--- config.mk ---
export PLATFORM = sky130hd
export DESIGN_NAME = maq_bcd_mod
export DESIGN_NICKNAME = d
export VERILOG_FILES = /design/src/rtl/maq_bcd_mod.sv
export SDC_FILE = /design/constraint.sdc
export NUM_CORES = 1
export LEC_CHECK = 0
export CORE_MARGIN = 2
export CORE_UTILIZATION = 51
export CTS_BUF_LIST = sky130_fd_sc_hd__clkbuf_8
export DETAILED_ROUTE_END_ITERATION = 8
export PLACE_DENSITY_LB_ADDON = 0.08
export SYNTH_ARGS = -nofsm -noshare
export SYNTH_HDL_FRONTEND = slang
export SYNTH_SLANG_ARGS = --single-unit
--- constraint.sdc ---
create_clock -name clock -period 3.37 [get_ports clock]
set_input_delay 0.8425 -clock clock [delete_from_list [all_inputs] [get_ports clock]]
set_output_delay 0.8425 -clock clock [all_outputs]
set_load 0.05 [all_outputs]
--- src/rtl/maq_bcd_mod.sv ---
// Two-digit BCD modulo counter with preset, range-checked load and registered carry.
// Optional down-counting with borrow is compiled in when MAQ_BCD_DOWN_EN is defined.
module maq_bcd_mod #(
    parameter int MODULO    = 60,
    parameter int MSD_W     = 3,
    parameter int RESET_VAL = 0
) (
    input  logic             clock,
    input  logic             reset,
    input  logic             enable,
    input  logic             load,
    input  logic [3:0]       load_lsd,
    input  logic [MSD_W-1:0] load_msd,
`ifdef MAQ_BCD_DOWN_EN
    input  logic             dir,
`endif
    output logic [3:0]       bcd_lsd,
    output logic [MSD_W-1:0] bcd_msd,
    output logic             carry,
`ifdef MAQ_BCD_DOWN_EN
    output logic             borrow,
`endif
    output logic             load_err
);

    localparam logic [3:0]       MAX_LSD = 4'((MODULO - 1) % 10);
    localparam logic [MSD_W-1:0] MAX_MSD = MSD_W'((MODULO - 1) / 10);
    localparam logic [3:0]       RST_LSD = 4'(RESET_VAL % 10);
    localparam logic [MSD_W-1:0] RST_MSD = MSD_W'(RESET_VAL / 10);
    localparam logic [MSD_W-1:0] MSD_ONE = MSD_W'(1);
    localparam logic [15:0]      MOD_16  = 16'(MODULO);

    logic [3:0]       lsd_q, lsd_d;
    logic [MSD_W-1:0] msd_q, msd_d;
    logic             carry_q, carry_d;
    logic             load_err_q, load_err_d;
`ifdef MAQ_BCD_DOWN_EN
    logic             borrow_q, borrow_d;
`endif

    logic [15:0] load_val;
    logic        load_ok;
    logic        at_max;
    logic        at_zero;

    // The preset range check is the only place a binary value is formed.
    assign load_val = 16'(load_msd) * 16'd10 + 16'(load_lsd);
    assign load_ok  = (load_lsd <= 4'd9) && (load_val < MOD_16);
    assign at_max   = (lsd_q == MAX_LSD) && (msd_q == MAX_MSD);
    assign at_zero  = (lsd_q == 4'd0) && (msd_q == '0);

    always_comb begin
        lsd_d      = lsd_q;
        msd_d      = msd_q;
        carry_d    = 1'b0;
        load_err_d = 1'b0;
`ifdef MAQ_BCD_DOWN_EN
        borrow_d   = 1'b0;
`endif
        if (load) begin
            // A coincident enable is deliberately dropped here.
            if (load_ok) begin
                lsd_d = load_lsd;
                msd_d = load_msd;
            end else begin
                load_err_d = 1'b1;
            end
        end else if (enable) begin
`ifdef MAQ_BCD_DOWN_EN
            if (dir) begin
                if (at_zero) begin
                    lsd_d    = MAX_LSD;
                    msd_d    = MAX_MSD;
                    borrow_d = 1'b1;
                end else if (lsd_q == 4'd0) begin
                    lsd_d = 4'd9;
                    msd_d = msd_q - MSD_ONE;
                end else begin
                    lsd_d = lsd_q - 4'd1;
                end
            end else
`endif
            begin
                // Wrap test must come before the units-digit rollover test.
                if (at_max) begin
                    lsd_d   = 4'd0;
                    msd_d   = '0;
                    carry_d = 1'b1;
                end else if (lsd_q == 4'd9) begin
                    lsd_d = 4'd0;
                    msd_d = msd_q + MSD_ONE;
                end else begin
                    lsd_d = lsd_q + 4'd1;
                end
            end
        end
    end

    always_ff @(posedge clock) begin
        if (!reset) begin
            lsd_q      <= RST_LSD;
            msd_q      <= RST_MSD;
            carry_q    <= 1'b0;
            load_err_q <= 1'b0;
`ifdef MAQ_BCD_DOWN_EN
            borrow_q   <= 1'b0;
`endif
        end else begin
            lsd_q      <= lsd_d;
            msd_q      <= msd_d;
            carry_q    <= carry_d;
            load_err_q <= load_err_d;
`ifdef MAQ_BCD_DOWN_EN
            borrow_q   <= borrow_d;
`endif
        end
    end

    assign bcd_lsd  = lsd_q;
    assign bcd_msd  = msd_q;
    assign carry    = carry_q;
    assign load_err = load_err_q;
`ifdef MAQ_BCD_DOWN_EN
    assign borrow   = borrow_q;
`endif

endmodule

==> metrics.md <==
| Metric | Value |
|---|---|
| Buffer type at the clock tree root | `clkbuf_8` |
| Cell row count | `14` |
| Clock skew after layout | `0.000408 ns` |
| Setup Crit Path Kind | `input port to flip-flop` |
| Clk Latency, worst-skew pair | `0.24 ns` |
| Critical path peak fanout | `9` |
| Remaining antenna violation count after routing | `0` |
| Clock net sink count | `9` |
| Largest voltage drop on the vdd net | `275 uV` |
| Count of flip-flops with a built-in enable after synthesis | `0` |
| Power Density | `391 nW/um^2` |
| Unrepaired setup endpoints after global routing | `no` |
| Boundary Pins | `20` |
| Wirelength per Cell | `15.2 um` |
| CTS Hold Bufs | `0` |
| Total via count in the routed design | `895` |
| Initial antenna violation count | `0` |
| Worst EP arrival | `3.24 ns` |
| Headroom to the max-slew limit | `65.1%` |
| Starting density of the core | `56.2%` |
| Area grow syn2layout | `29.0%` |
| Vias/cell | `6.30` |
| Number of instances resized during post-cts repair | `0` |
| Slew of the pin with the lowest slew margin | `0.522 ns` |
| Total Power Consumption | `0.437 mW` |
| Netlist Area Pre-Place | `866 um^2` |
| Final setup violation count | `0` |
| Final Max Tran Viols | `0` |
| Required time of the critical path | `3.48 ns` |
| Status | `complete, no violations` |
| Wire length of the first global-routing pass | `3930 um` |
| Seq cells post-synth | `9` |
| Async S/R FF share, synth | `0%` |
| Count of mapped cells out of synthesis | `105` |
| Clock Pin Slew Worst Setup and Hold Paths | `0.05 ns` |
| Buffers added on ports | `19` |
| Most frequent cells in the layout | `19 x clkdlybuf4s50_1, 12 x nand2_1, 9 x dfxtp_1` |
| Core area | `1540 um^2` |
| Final Core Density | `72.5%` |
| Slowest cell on crit path | `clkdlybuf4s50_1` |
| Ratio of cells with drive above 1 in the final layout | `8.73%` |
| Post-detailed-routing wire length | `2160 um` |
| GRT overflow | `0` |
| Number of DRC violations after detailed routing | `0` |
| Buffer count from post-CTS setup fixing | `0` |
| Share of the yosys chip area belonging to registers | `20.8%` |
| Clock tree from TritonCTS | `done` |
| Total CTS buffers | `3` |
| Die Footprint | `2040 um^2` |
| Net count of the mapped netlist | `124` |
| Shortest clock period the worst path allows after layout | `3.14 ns` |
| Final Net Count | `146` |
| Average cell area after synthesis | `8.25 um^2` |
| Fraction of the cycle the final worst path needs | `93.0%` |
| Crit start category | `input port` |
| Combined global-route utilization of all metal layers | `26.8%` |
| Die boundary height | `45.2 um` |
| Max clock buf depth | `2` |
| Total number of yosys warnings | `0` |
| Leading cell type in the layout, fill and taps excluded | `clkdlybuf4s50_1` |
| Worst hold path class | `flip-flop to flip-flop` |
| Antenna cell count | `0` |
| Category of the worst setup path capture point | `flip-flop` |
| Pin count of the biggest net entering global routing | `11` |
| Leak | `0.432 nW` |
| H-tree lvl count | `1` |
| Max Freq | `319 MHz` |
| Number of iterations in the first detailed-routing pass | `4` |
| Horizontal die dimension | `45.2 um` |
| Max-cap violations | `0` |
| Distinct cell type count of the synthesized netlist | `37` |
| Setup Total Neg Slack | `0 ns` |
| Cells along the critical path | `clkdlybuf4s50_1, ha_1, ha_1, a211oi_1, nand4_2, a2111oi_1, a211oi_1` |
| HPWL after detailed placement | `1660 um` |
| Routability congestion estimate | `0.900` |
| Via count of the first global-routing pass | `901` |
| Dominant synthesized flop cell | `dfxtp_1` |
| Delay of the slowest cell on the worst path | `0.58 ns` |
| Total count of hold-check failures in the final report | `0` |
| Violation count after the first detailed-routing iteration | `13` |
-- per-stage QoR --
| step | worst slack, ns | instances | cell area (um^2) | hold slack [ns] |
|---|---|---|---|---|
| finish | 0.235 | 142 | 1120 | 0.539 |
| detailed placement | -0.0134 | 138 | 1070 | 0.531 |
| floorplan | 0.774 | 105 | 866 | 0.720 |
| global placement | 0.141 | 138 | 1070 | 0.529 |
| CTS | 0.212 | 142 | 1120 | 0.543 |
| global route | 0.0226 | 142 | 1120 | 0.589 |
-- cells by family (layout without fill, tap and decap cells) --
family,Yosys count,count (layout),share of synthesized area (%)
buffers and inverters,8,29,3.47
AOI/OAI and AO/OA,35,35,31.8
adders and majority gates,8,8,12.4
xor gates and xnor gates,5,5,5.06
and+or+nand+nor,40,40,26.4
DFF,9,9,20.8
-- final cells by class --
| cell class | instances | area [um^2] |
|---|---|---|
| Timing Repair Buffer | 20 | 198 |
| Inverter | 5 | 18.8 |
| Sequential cell | 9 | 180 |
| Tap cell | 16 | 20.0 |
| Clock buffer | 3 | 41.3 |
| Fill cell | 128 | 424 |
| Multi-Input combinational cell | 88 | 656 |
| Clock inverter | 1 | 3.75 |
-- routing by layer --
layer | GRT usage, % | vias up | wire [um]
met2 | 46.0 | 20 | 1050
met3 | 4.00 | 4 | 88
met4 | 15.3 | 0 | 47
li1 | - | 439 | -
met5 | 0 | - | 0
met1 | 31.5 | 432 | 976
-- cell usage after synthesis, drive strengths merged (2+ instances only) --
| cell | instances | share of area [%] |
|---|---|---|
| a2111oi | 4 | 4.5 |
| a211o | 4 | 4.0 |
| a211oi | 5 | 4.9 |
| a21o | 4 | 3.5 |
| a21oi | 3 | 1.7 |
| a31oi | 2 | 3.2 |
| and2 | 2 | 1.4 |
| and3 | 2 | 1.4 |
| clkbuf | 3 | 1.3 |
| dfxtp | 9 | 21 |
| ha | 7 | 10 |
| inv | 5 | 2.2 |
| nand2 | 12 | 5.2 |
| nand2b | 2 | 1.4 |
| nand3 | 6 | 3.5 |
| nand4 | 3 | 3.6 |
| nor2 | 5 | 2.2 |
| nor2b | 2 | 1.4 |
| nor3 | 3 | 1.7 |
| o211ai | 4 | 3.5 |
| o21ai | 5 | 2.9 |
| xnor2 | 2 | 2.0 |
| xor2 | 3 | 3.0 |
-- power breakdown --
group          switching [mW]  internal (mW)  total (mW)
Clock                  0.0467         0.0797       0.126
Combinational           0.106         0.0699       0.176
Sequential             0.0168          0.118       0.135
Total                   0.170          0.267       0.437
-- sequential cells by signal, summed over array words and instances, names as in the netlist --
| name | cells |
|---|---|
| bcd_lsd | 4 |
| bcd_msd | 3 |
| carry | 1 |
| load_err | 1 |
-- worst max-delay path, delay by kind of cell --
family / cells / cell delay [ns]
fa+ha+maj: 2 / 0.63
compound gates: 3 / 0.91
simple gates: 1 / 0.28
buf+inv: 1 / 0.58
-- path summary, 6_finish.rpt --
| path | start | to | slack [ns] | depth (start not counted) |
|---|---|---|---|---|
| min | bcd_lsd[3]$_SDFFE_PN0P_ | bcd_lsd[3]$_SDFFE_PN0P_ | 0.54 | 2 |
| max | load_msd[0] | bcd_msd[2]$_SDFFE_PN0P_ | 0.23 | 7 |
| max reg2reg | bcd_msd[0]$_SDFFE_PN0P_ | bcd_msd[2]$_SDFFE_PN0P_ | 1.67 | 6 |
| min reg2reg | bcd_lsd[3]$_SDFFE_PN0P_ | bcd_lsd[3]$_SDFFE_PN0P_ | 0.54 | 2 |
Power figures use the tool's default switching activity.
